## src/rtl/uart_transmit_if.sv

```systemverilog
// uart_transmit_if: write port and serial/status outputs of the FIFO-buffered UART transmitter
interface uart_transmit_if;
  logic       i_DataValid;
  logic [7:0] i_Tx_Byte;
  logic       o_Ready;
  logic       o_Overflow;
  logic       o_Tx_Serial;
  logic       o_Active;
  logic       o_Done;
  modport master (
    output i_DataValid, i_Tx_Byte,
    input  o_Ready, o_Overflow, o_Tx_Serial, o_Active, o_Done
  );
  modport slave (
    input  i_DataValid, i_Tx_Byte,
    output o_Ready, o_Overflow, o_Tx_Serial, o_Active, o_Done
  );
endinterface

```

## src/rtl/uart_transmit.sv

```systemverilog
// uart_transmit: 8N1 UART transmitter fed by a small write FIFO
module uart_transmit #(
  parameter int CLKS_PER_BIT = 217,
  parameter int FIFO_DEPTH   = 4
) (
  input  logic          i_CLK,
  input  logic          i_RST_N,
  uart_transmit_if.slave bus
);
  localparam int AW = $clog2(FIFO_DEPTH);
  localparam int BW = CLKS_PER_BIT > 1 ? $clog2(CLKS_PER_BIT) : 1;
  typedef enum logic [1:0] {IDLE, START, DATA, STOP} state_t;
  state_t        r_state, w_state_nx;
  logic [7:0]    r_mem [FIFO_DEPTH];
  logic [AW-1:0] r_wr_ptr, r_rd_ptr;
  logic [AW:0]   r_count, w_count_nx;
  logic [BW-1:0] r_baud, w_baud_nx;
  logic [2:0]    r_bit, w_bit_nx;
  logic [7:0]    r_shift, w_shift_nx;
  logic          r_ready, r_overflow, r_tx, w_tx_nx, w_push, w_pop, w_last;
  // Acceptance uses the registered ready, so a pop in the same cycle never frees a full FIFO early.
  assign w_push     = bus.i_DataValid & r_ready;
  assign w_pop      = (r_state == IDLE) && (r_count != '0);
  assign w_count_nx = r_count + (AW+1)'(w_push) - (AW+1)'(w_pop);
  assign w_last     = r_baud == BW'(CLKS_PER_BIT - 1);
  always_ff @(posedge i_CLK)
    if (w_push) r_mem[r_wr_ptr] <= bus.i_Tx_Byte;
  always_comb begin
    w_state_nx = r_state;
    w_bit_nx   = r_bit;
    w_shift_nx = r_shift;
    w_baud_nx  = (r_state == IDLE || w_last) ? '0 : r_baud + BW'(1);
    case (r_state)
      IDLE:  if (w_pop) begin
               w_state_nx = START;
               w_shift_nx = r_mem[r_rd_ptr];
             end
      START: if (w_last) begin
               w_state_nx = DATA;
               w_bit_nx   = '0;
             end
      DATA:  if (w_last) begin
               w_bit_nx = r_bit + 3'd1;
               if (r_bit == 3'd7) w_state_nx = STOP;
             end
      STOP:  if (w_last) w_state_nx = IDLE;
    endcase
    w_tx_nx = w_state_nx == START ? 1'b0 : w_state_nx == DATA ? w_shift_nx[w_bit_nx] : 1'b1;
  end
  always_ff @(posedge i_CLK or negedge i_RST_N)
    if (!i_RST_N) begin
      r_state    <= IDLE;
      r_baud     <= '0;
      r_bit      <= '0;
      r_shift    <= '0;
      r_tx       <= 1'b1;
      r_wr_ptr   <= '0;
      r_rd_ptr   <= '0;
      r_count    <= '0;
      r_ready    <= 1'b1;
      r_overflow <= 1'b0;
    end else begin
      r_state    <= w_state_nx;
      r_baud     <= w_baud_nx;
      r_bit      <= w_bit_nx;
      r_shift    <= w_shift_nx;
      r_tx       <= w_tx_nx;
      r_wr_ptr   <= r_wr_ptr + AW'(w_push);
      r_rd_ptr   <= r_rd_ptr + AW'(w_pop);
      r_count    <= w_count_nx;
      r_ready    <= w_count_nx != (AW+1)'(FIFO_DEPTH);
      r_overflow <= bus.i_DataValid & ~r_ready;
    end
  assign bus.o_Ready     = r_ready;
  assign bus.o_Overflow  = r_overflow;
  assign bus.o_Tx_Serial = r_tx;
  assign bus.o_Active    = r_state != IDLE;
  assign bus.o_Done      = (r_state == STOP) && w_last;
endmodule

```

## src/flat_wrapper.sv

```systemverilog
// flat-port wrapper written by rule: the top's interface ports become plain ports
module uart_transmit_flat 
#(
  parameter int CLKS_PER_BIT = 217,
  parameter int FIFO_DEPTH   = 4
)
  (i_CLK, i_RST_N, bus_i_DataValid, bus_i_Tx_Byte, bus_o_Ready, bus_o_Overflow, bus_o_Tx_Serial, bus_o_Active, bus_o_Done);
  uart_transmit_if bus_i ();
  input  logic i_CLK;
  input  logic i_RST_N;
  input wire logic [$bits(bus_i.i_DataValid)-1:0] bus_i_DataValid;
  input wire logic [$bits(bus_i.i_Tx_Byte)-1:0] bus_i_Tx_Byte;
  output wire logic [$bits(bus_i.o_Ready)-1:0] bus_o_Ready;
  output wire logic [$bits(bus_i.o_Overflow)-1:0] bus_o_Overflow;
  output wire logic [$bits(bus_i.o_Tx_Serial)-1:0] bus_o_Tx_Serial;
  output wire logic [$bits(bus_i.o_Active)-1:0] bus_o_Active;
  output wire logic [$bits(bus_i.o_Done)-1:0] bus_o_Done;
  assign bus_i.i_DataValid = bus_i_DataValid;
  assign bus_i.i_Tx_Byte = bus_i_Tx_Byte;
  assign bus_o_Ready = bus_i.o_Ready;
  assign bus_o_Overflow = bus_i.o_Overflow;
  assign bus_o_Tx_Serial = bus_i.o_Tx_Serial;
  assign bus_o_Active = bus_i.o_Active;
  assign bus_o_Done = bus_i.o_Done;
  uart_transmit #(.CLKS_PER_BIT(CLKS_PER_BIT), .FIFO_DEPTH(FIFO_DEPTH)) u_core (.i_CLK(i_CLK), .i_RST_N(i_RST_N), .bus(bus_i));
endmodule
```

## config.mk

```make
export PLATFORM = sky130hd
export DESIGN_NAME = uart_transmit_flat
export DESIGN_NICKNAME = d
export VERILOG_FILES = /design/src/rtl/uart_transmit_if.sv /design/src/rtl/uart_transmit.sv /design/src/flat_wrapper.sv
export SDC_FILE = /design/constraint.sdc
export NUM_CORES = 1
export LEC_CHECK = 0
export CORE_MARGIN = 3
export CORE_UTILIZATION = 30
export CTS_BUF_LIST = sky130_fd_sc_hd__clkbuf_8
export DETAILED_ROUTE_END_ITERATION = 10
export PLACE_DENSITY = 0.58
export SLEW_MARGIN = 20
export SYNTH_ARGS = -nofsm -noshare
export SYNTH_HDL_FRONTEND = slang
export SYNTH_SLANG_ARGS = --single-unit
```

## constraint.sdc

```tcl
create_clock -name i_CLK -period 3.21 [get_ports i_CLK]
set_input_delay 0.4815 -clock i_CLK [delete_from_list [all_inputs] [get_ports i_CLK]]
set_output_delay 0.4815 -clock i_CLK [all_outputs]
set_load 0.02 [all_outputs]
```

==> flow_summary.yaml, run 1 <==
critical_path:
  critPathRequiredTime_ps: 3460
  start_kind: "flop"
  ff2ff_setup_slack_ps: 640
  startpoint: "u_core.r_baud[0]$_DFF_PN0_"
  end_kind: "flop"
  reg2regPathDepth: 12
  rr_endpoint: "u_core.bus.o_Tx_Serial$_DFF_PN1_"
  crit_end: "u_core.bus.o_Tx_Serial$_DFF_PN1_"
  crit_arrival_ps: 2820
  rr_startpoint: "u_core.r_baud[0]$_DFF_PN0_"
  cp_max_fo: 6
  path_class: "reg2reg"
final_layout:
  design_area_um2: 3360
  antenna_cells: 0
  drive_gt1_frac: 0.197
  areaGrowthSynthToFinish_pct: 20.1
  fin_nets: 234
yosys:
  synth-warning-count: 0
  synth_area_leaders: "edfxtp_1 (34%), dfrtp_1 (26%), ha_1 (6.3%)"
  syn_area_um2: 2800
  syn_inst: 181
  ys_types: 41
  synth_nets: 207
  synth_top_area_cell: "edfxtp_1"
  synth_commonest_cells: "edfxtp_1 (32), dfrtp_1 (29), ha_1 (14), nor2_1 (14), inv_1 (12)"
  ys_seq_area_frac: 0.622
  yosys.cell_count.top_type: "edfxtp_1"
  syn_area_per_cell_um2: 15.4
  synth-seq-cells: 63
  synthArstFlopShare: 0.492
  yosysTopAreaCellShare: 0.344
  synth_edf_count: 32
  synth-main-ff-cell: "edfxtp_1"
routing:
  viasPerCell: 4.57
  wl_um: 4470
  ant_nets: 0
  first_pass_iters: 4
  drt_iter0_markers: 59
  avgRoutedWirePerCell_um: 13.9
  drc_errors: 0
  num_vias: 1466
sta:
  fmax_mhz: 389
  hold_viol_final: 0
  finClkSkew_ps: 11.8
  slew_headroom: 0.593
  rsz0062_at_grt: "false"
  fin_setup_tns_ps: 0
  min_period_ps: 2570
  finalSetupViolations: 0
  timing.final.crit_share: 0.800
  maxSlewViolCount: 0
  timing.hold.ws_ps: 503
  worstMarginPinSlew_ps: 607
pwr:
  p_comb_frac: 0.109
  p_sw_frac: 0.224
  p_per_area_nw_per_um2: 646
  vdd_drop_max_uv: 433
  switching_power_mw: 0.486
  power_frac_seq: 0.470
  power.leakage_nw: 1.35
  p_int_mw: 1.68
  clockPowerShare: 0.422
clock_tree:
  cts_resized: 0
  clkTransAtPathRegs_ps: 70
  htree_levels: 3
  clkSinkCount: 63
  postCtsHoldBufs: 0
  cts_buffers: 9
  cts_setup_buffers: 0
  clk_path_buf_depth: 2
  cts_root_buf: "clkbuf_8"
  clock_latency_ps: 340
  cts_tree: "yes"
floorplan:
  boundaryPins: 16
  die_y_um: 103
  die_area_um2: 10500
  initial_utilization: 0.314
  placementRows: 34
  die-width_um: 103
  core_um2: 8890
placed_design:
  port_buffers: 15
  dpl-instance-area_um2: 3090
  gp_congestion: 0.759
  dp_hpwl_um: 3060
global_route:
  track_usage: 0.0968
  grt_start_max_net_pins: 32
  grt_pass1_wl_um: 7510
  grt_antenna_before_repair: 0
  grt_pass1_vias: 1462
  gr-total-overflow: 0
run:
  max-cap-violations: 0
run_status:
  status: "finished clean"
hold_path:
  min_path_type: "reg2reg"
==> how the worst min path moves through the flow <==
| stage | from | to | slack (ps) | depth (start not counted) |
|---|---|---|---|---|
| final | u_core.r_shift[2]$_DFF_PN0_ | u_core.r_shift[2]$_DFF_PN0_ | 500 | 1 |
| after global routing | u_core.r_shift[7]$_DFF_PN0_ | u_core.r_shift[7]$_DFF_PN0_ | 520 | 1 |
| after CTS | u_core.r_shift[0]$_DFF_PN0_ | u_core.r_shift[0]$_DFF_PN0_ | 500 | 1 |
| after detailed placement | u_core.r_shift[0]$_DFF_PN0_ | u_core.r_shift[0]$_DFF_PN0_ | 480 | 1 |
| after global placement | u_core.r_shift[0]$_DFF_PN0_ | u_core.r_shift[0]$_DFF_PN0_ | 490 | 1 |
| after floorplan | i_RST_N | u_core.bus.o_Overflow$_DFF_PN0_ | 190 | 0 |
==> kinds of logic after synthesis <==
family,count (synthesis),share of synthesized area
buffers and inverters,16,0.0246
multiplexers,22,0.130
AND/OR/NAND/NOR,44,0.0909
adder cells (fa/ha/maj),15,0.0698
AO/OA/AOI/OAI,11,0.0313
XOR/XNOR,10,0.0313
flip-flops,63,0.622
==> critical path, stage by stage (launching register included) <==
cell and delay (ps):
dfrtp_1 430, inv_1 80, ha_1 130, nand2_1 100, nor3_4 190, inv_2 90, ha_1 270, nand2b_1 150
a31oi_2 360, mux2_4 340, and2_4 160, o21ai_2 100, a31oi_1 100
==> metrics by stage <==
| step | cells | worst slack [ps] | utilization | power (mW) |
|---|---|---|---|---|
| floorplan | 181 | 824 | - | 1.18 |
| finish | 321 | 642 | 0.377 | 2.17 |
| global placement | 305 | 708 | 0.348 | 1.27 |
| CTS | 321 | 616 | 0.377 | 2.21 |
| global route | 321 | 385 | 0.377 | 2.28 |
| detailed placement | 305 | 634 | 0.348 | 1.28 |
==> area by class of cell <==
cell class | count | area [µm²]
fillers | 830 | 5540
flip-flops and latches | 63 | 1740
multi-input cells | 102 | 987
repair buffers | 19 | 180
clock inverters | 7 | 141
well taps | 108 | 135
clock buffers | 9 | 124
inverters | 13 | 48.8
==> power groups by stage <==
stage,clock [mW],sequential [mW],combinational (mW)
final,0.914,1.02,0.235
after CTS,0.941,1.02,0.246
after global placement,0,1.03,0.239
after detailed placement,0,1.04,0.244
after global routing,0.981,1.03,0.272
after floorplan,0,1.03,0.145
==> state kept, by name (all words and copies together), names as in the netlist <==
| name | cells |
|---|---|
| u_core.r_mem | 32 |
| u_core.r_baud | 8 |
| u_core.r_shift | 8 |
| u_core.r_bit | 3 |
| u_core.r_count | 3 |
| u_core.r_rd_ptr | 2 |
| u_core.r_state | 2 |
| u_core.r_wr_ptr | 2 |
| u_core.bus.o_Overflow | 1 |
| u_core.bus.o_Ready | 1 |
| u_core.bus.o_Tx_Serial | 1 |
==> cells in the final DEF (no fill, tap or decap), types with 3 or more instances in the layout <==
cell type / instances
edfxtp_1: 32
dfrtp_1: 29
clkdlybuf4s50_1: 15
nor2_1: 14
ha_1: 14
inv_1: 12
clkbuf_8: 9
xor2_1: 8
nand2_1: 7
mux2_2: 7
and3_1: 5
nand3_1: 5
mux4_1: 5
mux2i_1: 4
bufinv_16: 4
buf_4: 4
mux4_2: 3
mux2_4: 3
==> layer usage <==
| layer | GRT usage | routed length [µm] | vias to the layer above |
|---|---|---|---|
| met5 | 0 | 0 | - |
| met4 | 0.0484 | 61 | 0 |
| met3 | 0.0311 | 177 | 6 |
| met2 | 0.148 | 2150 | 25 |
| met1 | 0.124 | 2080 | 714 |
| li1 | - | - | 721 |
(Power assumes the default switching activity.)
==> run 2: changes to the inputs <==
- PLACE_DENSITY: 0.58 -> 0.59
- clock period: 3.21 -> 2.1 ns (I/O delays scaled with it)
==> run 2 against run 1 <==
The flow now finishes with violations (setup timing). Maximum frequency grew 15%. Sequential power grew 54%. Combinational power grew 74%. Critical path type unchanged.
==> flow_summary.yaml, run 2 (synthesized netlist as in run 1, its figures left out) <==
floorplan:
  placementRows: 34
  core_um2: 8890
  die_y_um: 103
  die_area_um2: 10500
  initial_utilization: 0.314
  boundaryPins: 16
  die-width_um: 103
run_status:
  violations: "setup timing"
  status: "finished, violations left"
global_route:
  grt-busiest-layer: "met2"
  globalRouteMet3Util: 0.0392
  grt_start_max_net_pins: 32
  grt_pass1_wl_um: 8600
  gr-total-overflow: 0
  use_met1: 0.147
  use_met2: 0.167
  grt_antenna_before_repair: 0
  grt_pass1_vias: 1711
  track_usage: 0.110
routing:
  ant_nets: 0
  drt_iter0_markers: 59
  viasPerCell: 4.62
  num_vias: 1597
  first_pass_iters: 4
  avgRoutedWirePerCell_um: 14.2
  drc_errors: 0
  wl_um: 4920
final_layout:
  fin_nets: 259
  areaGrowthSynthToFinish_pct: 28.9
  antenna_cells: 0
  drive_gt1_frac: 0.319
  top_register: "u_core.r_mem"
  final_common_cell: "edfxtp_1"
  layout_common_cells: "edfxtp_1 (32), dfrtp_1 (29), buf_4 (27)"
  top_regs: "u_core.r_mem (32), u_core.r_baud (8), u_core.r_shift (8)"
  largest_reg_flops: 32
pwr:
  total_power_mw: 3.23
  power.leakage_nw: 1.49
  p_per_area_nw_per_um2: 896
  vdd_drop_max_uv: 526
clock_tree:
  cts_buffers: 9
  cts_tree: "yes"
  cts_setup_buffers: 0
  cts_root_buf: "clkbuf_8"
  clock_latency_ps: 330
  clkTransAtPathRegs_ps: 70
  clkSinkCount: 63
  htree_levels: 3
  postCtsHoldBufs: 0
  clk_path_buf_depth: 2
placed_design:
  dp_hpwl_um: 3370
  gp_congestion: 0.758
  port_buffers: 15
critical_path:
  cp_slowest_cell: "dfrtp_1"
  start_kind: "flop"
  critPathMaxStageDelay_ps: 380
  reg2regPathDepth: 13
  ff2ff_setup_slack_ps: -120
  critPathRequiredTime_ps: 2350
  cp_common_cell: "a31oi_1"
  path_class: "reg2reg"
  cp_max_fo: 4
  rr_startpoint: "u_core.r_baud[0]$_DFF_PN0_"
  cp_cell_sequence: "inv_1 > ha_2 > nand2_2 > nor3_4 > inv_2 > ha_4 > nand2b_4 > a31oi_4 > buf_4 > mux2i_1 > nor4_2 > a31oi_1 > a31oi_1"
  rr_endpoint: "u_core.bus.o_Tx_Serial$_DFF_PN1_"
  end_kind: "flop"
  crit_arrival_ps: 2480
sta:
  finalSetupViolations: 1
  timing.final.crit_share: 1.06
  min_period_ps: 2220
  timing.hold.ws_ps: 377
  slew_headroom: 0.737
  fmax_mhz: 450
  maxSlewViolCount: 0
  rsz0062_at_grt: "true"
  finClkSkew_ps: 7.86
  hold_viol_final: 0
  worstMarginPinSlew_ps: 384
  finalWorstSetupSlack_ps: -124
run:
  max-cap-violations: 0
hold_path:
  min_path_type: "in2async"
run 2: cell count changes in the layout (fill, tap and decap cells not counted), sizes merged:
cell	delta
buf	+25
bufinv	-1
clkbuf	+1
clkdlybuf4s50	-1
clkinv	+2
clkinvlp	+1
inv	-2
run 2: how the worst max path moves through the flow:
stage	from	end	slack (ps)	cells past startpoint
after CTS	u_core.r_baud[0]$_DFF_PN0_	u_core.bus.o_Tx_Serial$_DFF_PN1_	-70	13
after global routing	u_core.r_baud[1]$_DFF_PN0_	u_core.bus.o_Tx_Serial$_DFF_PN1_	-290	13
after global placement	u_core.r_baud[1]$_DFF_PN0_	u_core.bus.o_Tx_Serial$_DFF_PN1_	-90	12
after detailed placement	u_core.r_baud[1]$_DFF_PN0_	u_core.bus.o_Tx_Serial$_DFF_PN1_	-140	12
after floorplan	u_core.r_baud[0]$_DFF_PN0_	u_core.bus.o_Tx_Serial$_DFF_PN1_	-180	12
final	u_core.r_baud[0]$_DFF_PN0_	u_core.bus.o_Tx_Serial$_DFF_PN1_	-120	13
run 2: metal layers:
layer	share of wire	routed length (µm)	up-vias
met5	0	0	-
met4	0.011	52	0
met3	0.038	188	6
met2	0.50	2440	22
met1	0.45	2240	799
li1	-	-	770
run 2: power breakdown:
group	total, mW	internal, mW	switching (mW)
clock network	1.26	0.780	0.475
registers	1.57	1.49	0.0735
logic	0.408	0.194	0.213
run 2: timing repair:
item | CTS | global route
gates cloned | 0 | 0
resized for setup | 1 | 8
pin swaps | 6 | 0
setup endpoints to repair | 3 | 4
run 2: worst max-delay path, delay by kind of cell, from the launching register on:
| kind | cells | cell delay, ps |
|---|---|---|
| and+or+nand+nor | 4 | 390 |
| muxes | 1 | 220 |
| adders and majority gates | 2 | 370 |
| AOI/OAI and AO/OA | 3 | 490 |
| buffers and inverters | 3 | 290 |
| DFF | 1 | 380 |
run 2: area by class of cell:
cell class                 count  area [µm²]
inverter                      13        48.8
tap                          108         135
sequential                    63        1740
fill                         818        5290
clock buffer                   9         124
clock inverter                 7         111
timing repair buffer          44         388
multi-input combinational    102        1060
run 2: per-stage QoR:
stage,TNS (ps),worst slack [ps],instance area (µm²),util,std cells
floorplan,-182,-182,2830,-,181
global placement,-86.3,-86.3,3340,0.375,330
detailed placement,-137,-137,3340,0.375,330
CTS,-68.2,-68.2,3570,0.402,346
global route,-289,-289,3600,0.405,346
finish,-124,-124,3600,0.405,346
==> run 3: changes to the inputs <==
- CAP_MARGIN: default -> 20
- CORE_MARGIN: 3 -> 4
- PLACE_DENSITY: 0.59 -> 0.58
- clock period: 2.1 -> 2.6 ns (I/O delays scaled with it)
==> run 3 against run 2 <==
The run now ends clean. Sequential power decreased by 20%. Worst hold slack gained 74 ps. Flip-flop and latch count unchanged. Via count decreased by 6.1%. First-iteration DRC count down 3.4%. Sequential share of layout area is 3.2 points higher. Design area fell by 6.1%. Critical path type is now reg2out. Largest power group unchanged. Highest routed layer unchanged.
==> flow_summary.yaml, run 3 (synthesized netlist as in run 1, its figures left out) <==
global_route:
  grt_pass1_wl_um: 7560
  grt-busiest-layer: "met2"
  track_usage: 0.0881
  use_met1: 0.113
  grt_pass1_vias: 1547
  gr-total-overflow: 0
  grt_start_max_net_pins: 32
  grt_antenna_before_repair: 0
  globalRouteMet3Util: 0.0230
  use_met2: 0.137
critical_path:
  crit_arrival_ps: 2060
  crit_family: "buffers and inverters"
  cp_max_fo: 5
  start_kind: "flop"
  path_buf_inv: 2
  path_class: "reg2out"
  critPathMaxStageDelay_ps: 610
  cp_cell_sequence: "inv_1 > ha_1 > nand2_1 > nor3_4 > and2_1 > clkdlybuf4s50_1"
  cp_slowest_cell: "clkdlybuf4s50_1"
  critPathRequiredTime_ps: 2210
  end_kind: "primary output"
run:
  max-cap-violations: 0
floorplan:
  boundaryPins: 16
  die_area_um2: 10900
  die_y_um: 105
  initial_utilization: 0.314
  die-width_um: 105
  placementRows: 34
  core_um2: 8890
routing:
  first_pass_iters: 4
  ant_nets: 0
  viasPerCell: 4.59
  wl_um: 4550
  drt_iter0_markers: 57
  drc_errors: 0
  avgRoutedWirePerCell_um: 13.9
  num_vias: 1500
sta:
  maxSlewViolCount: 0
  finClkSkew_ps: 8.01
  slew_headroom: 0.680
  fmax_mhz: 407
  finalSetupViolations: 0
  timing.hold.ws_ps: 451
  hold_viol_final: 0
  finalWorstSetupSlack_ps: 145
  min_period_ps: 2450
  fin_setup_tns_ps: 0
  worstMarginPinSlew_ps: 480
  timing.final.crit_share: 0.944
final_layout:
  final_cells: 327
  final_common_cell: "edfxtp_1"
  fill_cells: 829
  antenna_cells: 0
  design_area_um2: 3380
  top_register: "u_core.r_mem"
  post-route-util: 0.380
  top_regs: "u_core.r_mem (32), u_core.r_baud (8), u_core.r_shift (8)"
  drive_gt1_frac: 0.237
  layout_common_cells: "edfxtp_1 (32), dfrtp_1 (29), clkdlybuf4s50_1 (15)"
  fin_nets: 240
  areaGrowthSynthToFinish_pct: 21.0
  largest_reg_flops: 32
placed_design:
  dp_hpwl_um: 3070
  port_buffers: 15
  dpl_worst_slack_ps: 143
  dpl-instance-area_um2: 3110
  dp_cells: 308
  gp_congestion: 0.776
pwr:
  total_power_mw: 2.48
  vdd_drop_max_uv: 425
  p_per_area_nw_per_um2: 733
  power.leakage_nw: 1.37
clock_tree:
  clk_path_buf_depth: 2
  clock_latency_ps: 330
  cts_buffers: 9
  clkTransAtPathRegs_ps: 70
  postCtsHoldBufs: 0
  cts_root_buf: "clkbuf_8"
  clkSinkCount: 63
  htree_levels: 3
  cts_tree: "yes"
run_status:
  status: "finished clean"
hold_path:
  min_path_type: "in2async"
-- run 3: cell count changes in the layout (fill, tap and decap cells not counted), moves of 2 or more --
cell | before | now
buf_4 | 27 | 9
mux2i_1 | 4 | 2
clkinv_4 | 0 | 2
ha_1 | 11 | 14
buf_12 | 2 | 0
mux2i_2 | 0 | 2
ha_4 | 2 | 0
-- run 3: layout make-up --
class	instances	area (µm²)	share of cell area
clock inverters	7	97.6	0.0289
multi-input cells	102	1010	0.298
flip-flops and latches	63	1740	0.514
repair buffers	25	229	0.0677
inverters	13	48.8	0.0144
well taps	108	135	0.0400
clock buffers	9	124	0.0366
-- run 3: timing repair --
item                                    in CTS  in global routing
endpoints found under the setup margin       0                  1
gates resized for setup                      0                  5
buffers inserted                             0                  3
-- run 3: path summary, 6_finish.rpt --
| kind | start | to | slack, ps | depth (start not counted) |
|---|---|---|---|---|
| max in group asynchronous | i_RST_N | u_core.bus.o_Tx_Serial$_DFF_PN1_ | 1820 | 2 |
| min in group i_CLK | u_core.r_shift[0]$_DFF_PN0_ | u_core.r_shift[0]$_DFF_PN0_ | 500 | 1 |
| hold reg to reg | u_core.r_shift[0]$_DFF_PN0_ | u_core.r_shift[0]$_DFF_PN0_ | 500 | 1 |
| setup reg to reg | u_core.r_baud[0]$_DFF_PN0_ | u_core.bus.o_Tx_Serial$_DFF_PN1_ | 170 | 12 |
| hold / removal | i_RST_N | u_core.bus.o_Overflow$_DFF_PN0_ | 450 | 2 |
| setup / recovery | u_core.r_baud[0]$_DFF_PN0_ | bus_o_Done | 150 | 6 |
-- run 3: report_power, final --
| group | switching [mW] | total (mW) | leakage, nW | internal [mW] |
|---|---|---|---|---|
| clock | 0.389 | 0.930 | 0.105 | 0.541 |
| sequential | 0.0555 | 1.26 | 0.669 | 1.20 |
| combinational | 0.156 | 0.290 | 0.592 | 0.134 |
-- run 3: per-layer routing --
| metal | vias to the layer above | routed length (µm) |
|---|---|---|
| li1 | 730 | - |
| met1 | 739 | 2140 |
| met2 | 24 | 2190 |
| met3 | 7 | 146 |
| met4 | 0 | 63 |
| met5 | - | 0 |
